**config.mk**
```make
export PLATFORM = sky130hd
export DESIGN_NAME = fetch_stage
export DESIGN_NICKNAME = d
export VERILOG_FILES = /design/src/rtl/fetch_stage.sv
export SDC_FILE = /design/constraint.sdc
export NUM_CORES = 1
export LEC_CHECK = 0
export ABC_AREA = 0
export CORE_MARGIN = 4
export CORE_UTILIZATION = 44
export DETAILED_ROUTE_END_ITERATION = 7
export PLACE_DENSITY = 0.82
export REMOVE_ABC_BUFFERS = 1
export SLEW_MARGIN = 40
export SYNTH_ARGS = -nofsm -noshare
export SYNTH_HDL_FRONTEND = slang
export SYNTH_SLANG_ARGS = --single-unit
```
**constraint.sdc**
```tcl
create_clock -name clk -period 2.51 [get_ports clk]
set_input_delay 0.251 -clock clk [delete_from_list [all_inputs] [get_ports clk]]
set_output_delay 0.251 -clock clk [all_outputs]
set_load 0.1 [all_outputs]
```
**src/rtl/fetch_stage.sv**
```systemverilog
// rtl/fetch_stage.sv - instruction fetch stage: PC register, imem request, IF/ID register
module fetch_stage #(
  parameter int              XLEN      = 32,
  parameter logic [XLEN-1:0] RESET_PC  = '0,
  parameter logic [31:0]     NOP_INSTR = 32'h0000_0013
) (
  input  logic            clk,
  input  logic            rst,
  input  logic            branch_taken,
  input  logic [XLEN-1:0] branch_target,
  input  logic            id_stall,
  output logic            imem_req,
  output logic [XLEN-1:0] imem_addr,
  input  logic [31:0]     imem_rdata,
  input  logic            imem_ready,
  output logic [XLEN-1:0] if_id_pc,
  output logic [31:0]     if_id_instr,
  output logic            if_id_valid,
  output logic            misalign_err
);

  typedef enum logic [1:0] {BOOT, RUN, HALT} state_t;

  state_t          state;
  logic [XLEN-1:0] pc;

  assign imem_addr = pc;

  always_ff @(posedge clk) begin
    if (rst) begin
      state        <= BOOT;
      pc           <= RESET_PC;
      imem_req     <= 1'b0;
      if_id_pc     <= '0;
      if_id_instr  <= NOP_INSTR;
      if_id_valid  <= 1'b0;
      misalign_err <= 1'b0;
    end else begin
      case (state)
        BOOT: begin
          state    <= RUN;
          imem_req <= 1'b1;
        end
        RUN: begin
          if (branch_taken && (branch_target[1:0] != 2'b00)) begin
            // Misaligned redirect: freeze fetch until reset, keep the bad PC out of pc.
            state        <= HALT;
            imem_req     <= 1'b0;
            misalign_err <= 1'b1;
            if_id_valid  <= 1'b0;
            if_id_instr  <= NOP_INSTR;
          end else if (branch_taken) begin
            // Redirect wins over a decode stall: the held instruction is on the wrong path.
            pc          <= branch_target;
            if_id_valid <= 1'b0;
            if_id_instr <= NOP_INSTR;
          end else if (id_stall) begin
            pc <= pc;
          end else if (imem_ready) begin
            if_id_pc    <= pc;
            if_id_instr <= imem_rdata;
            if_id_valid <= 1'b1;
            pc          <= pc + XLEN'(4);
          end else begin
            if_id_valid <= 1'b0;
            if_id_instr <= NOP_INSTR;
          end
        end
        HALT: begin
          imem_req    <= 1'b0;
          if_id_valid <= 1'b0;
          if_id_instr <= NOP_INSTR;
        end
        default: begin
          state    <= HALT;
          imem_req <= 1'b0;
        end
      endcase
    end
  end

endmodule

```
==> out/results.tsv <==
metric	value	unit
min Tclk post-route	2.21	ns
CORE AREA	9770	um^2
Ports	168	
global placement routability congestion	0.803	
startpoint types	flip-flop	
n_diodes	0	
gr ovfl total	0	
part of the power in registers	0.389	
Peak VDD IR	541	uV
Unique masters post-synth	51	
synth-to-layout area growth	39.8	%
hold buffers post-CTS	0	
commonest non-fill, non-tap cell in the layout	buf_4	
DP Area	5970	um^2
Starting Density	0.453	
Max Clock Skew	0.0153	ns
first-pass GRT wire length	21.9	mm
CP Capture Type	flip-flop	
Internal	2.74	mW
Final Total Pwr	4.67	mW
WL met1	5.46	mm
Die W	108	um
pre-CTS setup slack	0.298	ns
DR vias/cell	5.53	
most frequent cells in the layout	113 x buf_4, 102 x nand2_1, 101 x dfxtp_1	
Post-Place Cells	820	
FFs w/ async S/R, synth	0	
post-route clock period utilization	0.879	
Skew-Pair Late Insertion Delay	0.37	ns
post-CTS sizing	0	
vias in the first global route	4508	
met3 wire len	1.30	mm
Clock Power Share	0.242	
syn_area_per_cell	8.03	um^2
row cnt	36	
PortBufs	167	
Pleak	2.40	nW
Finished Layout Cells	836	
CTS tree	yes	
crit path kind	flip-flop to flip-flop	
RSZ-0062 raised after global routing	false	
Reg2Reg Launch Point	state[1]	
worst-case clock buffer depth	2	
Critical Path AT	2.46	ns
final setup margin	0.304	ns
WP data required	2.77	ns
PD cells	756	nW/um^2
sequential share of the synthesized area	0.457	
worst hold-check path type	primary input to flip-flop	
synthesized area	4420	um^2
Slew Viols, Final	0	
Top Layer Used	met4	
via count	4619	
Hold Fails Final Rpt	0	
drt pass-1 iters	5	
residual DRC count	0	
Die Height	108	um
hold path startpoint	rst	
cell area after layout	6180	um^2
final WL	13.6	mm
Critical Path Fanout Max	35	
slew margin rel.	0.565	
layout net count	771	
number of routed nets with antenna violations	0	
largest net degree at the start of global routing	64	
root buf cell	clkbuf_8	
Routed met2 length	6.63	mm
share of cells above drive strength 1	0.203	
Max-cap violations	0	
synthesized flop and latch total	101	
Syn Inst Count	551	
post-CTS setup buffer count	0	
die footprint	11700	um^2
H-tree Lvls	3	
Sink Count	101	
Gate power share	0.369	
Switching Power	1.94	mW
sw frac	0.415	
Post-DP HPWL	9.73	mm
Fin Setup TNS	0	ns
DRT iter0 DRCs	222	
total CTS buffers	9	
status	completed	
final-report setup violation count	0	
fmax	0.453	GHz
Post-synth EDFFs	0	
fillers	862	
gr usage total	0.234	
Post-synth top flop	dfxtp_1	
Clock transition at path regs	0.10	ns
antenna violations before repair	0	
Slew @ Worst Pin	0.652	ns
Ys Warns	0	
CP Launch Point	state[1]	
WL/cell	16.3	um
==> layer usage <==
metal  global-route usage  vias up
met4               0.0712        0
li1                     -     2252
met2                0.403      182
met1                0.273     2168
met5                    0        -
met3               0.0836       17
==> metrics by stage <==
stage,util,hold WS (ns)
global route,0.633,0.294
floorplan,-,0.320
detailed placement,0.611,0.446
global placement,0.611,0.438
CTS,0.633,0.262
finish,0.633,0.278
==> power by group through the flow <==
stage | Sequential (mW) | Clock (mW) | Combinational [mW]
2_1_floorplan | 2.52 | 0 | 0.491
3_3_place_gp | 1.84 | 0 | 1.69
3_5_place_dp | 1.85 | 0 | 1.73
4_1_cts | 1.82 | 1.16 | 1.73
5_1_grt | 1.83 | 1.22 | 1.84
6_report | 1.82 | 1.13 | 1.73
==> Yosys cell counts (3+ instances only) <==
master / instances / area share
nand2_1: 102 / 0.087
dfxtp_1: 101 / 0.46
nor2_1: 60 / 0.051
a21oi_1: 57 / 0.064
clkbuf_1: 33 / 0.028
a22oi_1: 31 / 0.053
nand3_1: 26 / 0.029
o21ai_0: 17 / 0.019
and3_1: 12 / 0.017
nand4_1: 9 / 0.013
a31oi_1: 7 / 0.0099
a32o_1: 7 / 0.016
buf_2: 7 / 0.0079
inv_1: 7 / 0.0059
a21o_1: 5 / 0.0085
o211ai_1: 5 / 0.0085
ha_1: 4 / 0.011
nor3_1: 4 / 0.0045
nor4_1: 4 / 0.0057
or3_1: 4 / 0.0057
buf_1: 3 / 0.0025
mux2i_1: 3 / 0.0068
o22ai_1: 3 / 0.0042
o311ai_0: 3 / 0.0059
o41ai_1: 3 / 0.0059
==> layout make-up <==
type / instances / area, um^2 / area share
multi-input combinational: 398 / 2220 / 0.359
clock inverter: 6 / 86.3 / 0.0140
sequential: 101 / 2020 / 0.327
inverter: 7 / 26.3 / 0.00425
clock buffer: 10 / 128 / 0.0206
timing repair buffer: 181 / 1530 / 0.248
tap: 133 / 166 / 0.0269
==> path summary, 6_finish.rpt <==
| check | endpoint | slack, ns | cells past startpoint |
|---|---|---|---|
| max | imem_addr[22] | 0.30 | 8 |
| min | if_id_instr[8] | 0.28 | 2 |
| max reg2reg | imem_addr[22] | 0.30 | 8 |
| min reg2reg | misalign_err | 0.46 | 2 |
==> critical path, cell delays in order (launching register included) <==
cell,delay [ns]
dfxtp_1,0.33
inv_1,0.09
ha_1,0.34
nor4bb_4,0.36
buf_4,0.39
and3_1,0.20
nand3_1,0.10
o221ai_1,0.21
a31oi_1,0.06
==> sequential cells by signal (all words and copies together), names as in the netlist <==
signal,cells
if_id_instr,32
if_id_pc,32
imem_addr,32
state,2
if_id_valid,1
imem_req,1
misalign_err,1
==> logic make-up (layout without fill, tap and decap cells) <==
logic type / after synthesis / in the layout / synth area share
fa+ha+maj: 4 / 4 / 0.0113
compound gates: 151 / 151 / 0.219
mux: 5 / 5 / 0.0119
flops: 101 / 101 / 0.457
simple gates: 238 / 238 / 0.253
buf+inv: 52 / 204 / 0.0472
(Power assumes the default switching activity.)
==> RTL change: new RTL, config.mk and constraints unchanged <==
Register the output `misalign_err` once more, with the module's reset; this adds one clock of latency there. The other outputs are not delayed to match.
--- a/src/rtl/fetch_stage.sv
+++ b/src/rtl/fetch_stage.sv
@@ -22,4 +22,6 @@
   typedef enum logic [1:0] {BOOT, RUN, HALT} state_t;
 
+  logic misalign_err_s0;
+
   state_t          state;
   logic [XLEN-1:0] pc;
@@ -35,5 +37,5 @@
       if_id_instr  <= NOP_INSTR;
       if_id_valid  <= 1'b0;
-      misalign_err <= 1'b0;
+      misalign_err_s0 <= 1'b0;
     end else begin
       case (state)
@@ -47,5 +49,5 @@
             state        <= HALT;
             imem_req     <= 1'b0;
-            misalign_err <= 1'b1;
+            misalign_err_s0 <= 1'b1;
             if_id_valid  <= 1'b0;
             if_id_instr  <= NOP_INSTR;
@@ -80,4 +82,12 @@
   end
 
+  always_ff @(posedge clk) begin
+    if (rst) begin
+      misalign_err <= '0;
+    end else begin
+      misalign_err <= misalign_err_s0;
+    end
+  end
+
 endmodule
 
Check against the original RTL: not equivalent (Yosys sat finds a counterexample within 4 cycles, from zero or initial values and one cycle with rst high).
==> RTL change against the original RTL <==
- first-iteration DRC count grew 78%
- sequential power is essentially flat
- total power shrank 1.8%
- die area grew 2.3%
- sequential cell count grew 1
- area after synthesis grew 2.5%
- final area grew 1.5%
- non-clock buffer count grew 7
- wire length grew 2.3%
- worst setup slack lost 0.13 ns
- final cell count grew 1.3%
- critical path depth shrank 2
==> RTL change: results (changes against the original RTL) <==
[status]
status=finished clean  ; unchanged

[yosys]
synth.yosys.warnings=0  ; unchanged
portion_of_netlist_area_occupied_by_mux_cells_pct=0.911  ; was 1.19%
ys_types=55  ; was 51
synth.top_cells.by_area=sky130_fd_sc_hd__dfxtp_1, sky130_fd_sc_hd__nand2_1, sky130_fd_sc_hd__a22oi_1  ; was sky130_fd_sc_hd__dfxtp_1, sky130_fd_sc_hd__nand2_1, sky130_fd_sc_hd__a21oi_1
ys_top_cells_by_count=sky130_fd_sc_hd__dfxtp_1, sky130_fd_sc_hd__nand2_1, sky130_fd_sc_hd__nor2_1  ; was sky130_fd_sc_hd__nand2_1, sky130_fd_sc_hd__dfxtp_1, sky130_fd_sc_hd__nor2_1
synth_compound_gate_area_share_pct=22.2  ; was 21.9%
yosys.area_share.xor_xnor_pct=0.193  ; was 0%
avgSynthCellArea_um2=8.08  ; was 8.03 um^2
seq_area_frac_synth_pct=45.0  ; was 45.7%
synth_adder_area_share_pct=1.10  ; was 1.13%

[finish]
final_layout_size_suffix_gt1_share_pct=21.0  ; was 20.3%
finalNonFillerCells=847  ; was 836
finalNetCount=782  ; was 771

[clock_network]
cts.path.max_buffers=2  ; unchanged
cts-htree-levels=3  ; unchanged
clock_tree_root_driver_cell=sky130_fd_sc_hd__clkbuf_8  ; unchanged
clk-insertion-delay-late_ns=0.36
path_clk_slew_ns=0.10  ; about the same
cts-resized-gates=0  ; unchanged

[detailed_routing]
first_iter_violations=396  ; was 222
route.antenna.remaining_nets=0  ; unchanged
drt_first_pass_iters=5  ; unchanged
detailroute.via_count=4763  ; was 4619
drt-wirelength-per-cell_um=16.4  ; was 16.3 um

[setup_path]
critPathMaxFanout=8  ; was 35
worst_ep_arrival_time_ns=2.63  ; was 2.46 ns
cp_slowest_cell=sky130_fd_sc_hd__or4_1  ; was sky130_fd_sc_hd__buf_4
worst_path_largest_cell_delay_ns=0.57  ; was 0.39 ns

[placed_design]
place_congestion=0.904  ; was 0.803
post_place_setup_slack_ns=0.227  ; was 0.298 ns
post-dp-hpwl_um=10100  ; was 9730 um
port_buffers=167  ; unchanged
numPlacedInstances=831  ; was 820

[timing]
clock-skew-final_ns=0.00855  ; was 0.0153 ns
worst_pin_slew_ns=0.638  ; was 0.652 ns
timing_hold_violations_final=0  ; unchanged

[global_route]
antenna_found_initial=1  ; was 0
first_global_vias=4383  ; was 4508
grt_pass1_wl_um=21800  ; was 21900 um
grt_use_total_pct=22.6  ; was 23.4%
largest_net_degree_at_the_start_of_global_routing=62  ; was 64

[power]
ir_drop_worst_case_vdd_mv=0.713  ; was 0.541 mV
p_leak_uw=0.00237  ; was 0.00240 uW

[min_path]
timing.hold.worst.class=input pin to register  ; unchanged

==> RTL change: cell type report <==
class	count	area [um^2]
inverter	7	26.3
tap	133	166
clock inverter	6	61.3
clock buffer	9	124
fill	893	3630
timing repair buffer	188	1590
antenna	1	2.50
multi-input combinational	401	2270
sequential	102	2040
==> RTL change: cell families after synthesis <==
group / count (synthesis)
simple gates: 236
compound gates: 156
flops: 102
buf+inv: 58
mux: 4
fa+ha+maj: 4
xor+xnor: 1
==> RTL change: final timing paths <==
kind                                 startpoint         endpoint  slack (ns)  depth (start not counted)
worst max-delay path               imem_addr[3]    imem_addr[18]        0.17                          6
worst min-delay path               branch_taken  misalign_err_s0        0.28                          3
worst max register to register     imem_addr[3]    imem_addr[18]        0.17                          6
worst min register to register  misalign_err_s0     misalign_err        0.44                          2
==> RTL change: critical path, delay by kind of cell (launching register included) <==
family                   cells  cell delay (ns)
AND/OR/NAND/NOR              4             1.40
flip-flops                   1             0.42
adder cells (fa/ha/maj)      1             0.29
AO/OA/AOI/OAI                1             0.16
==> RTL change: through the flow <==
step | cell area, um^2 | utilization (%) | TNS (ns)
final | 6270 | 63.3 | 0
after global routing | 6270 | 63.3 | 0
after CTS | 6270 | 63.3 | 0
after detailed placement | 6090 | 61.4 | 0
after global placement | 6090 | 61.4 | 0
after floorplan | 4310 | - | -83.28
==> RTL change: report_power, final <==
| group | total, uW | switching [uW] | internal, uW |
|---|---|---|---|
| Clock | 1010 | 558 | 455 |
| Sequential | 1820 | 90.4 | 1730 |
| Combinational | 1750 | 1280 | 468 |
| Total | 4590 | 1930 | 2660 |
==> RTL change: per-layer routing <==
layer	global-route usage (%)	up-vias	wire [um]
met5	0	-	0
met4	5.88	0	220
met3	5.11	20	921
met2	37.8	164	6920
met1	29.6	2260	5860
li1	-	2319	-
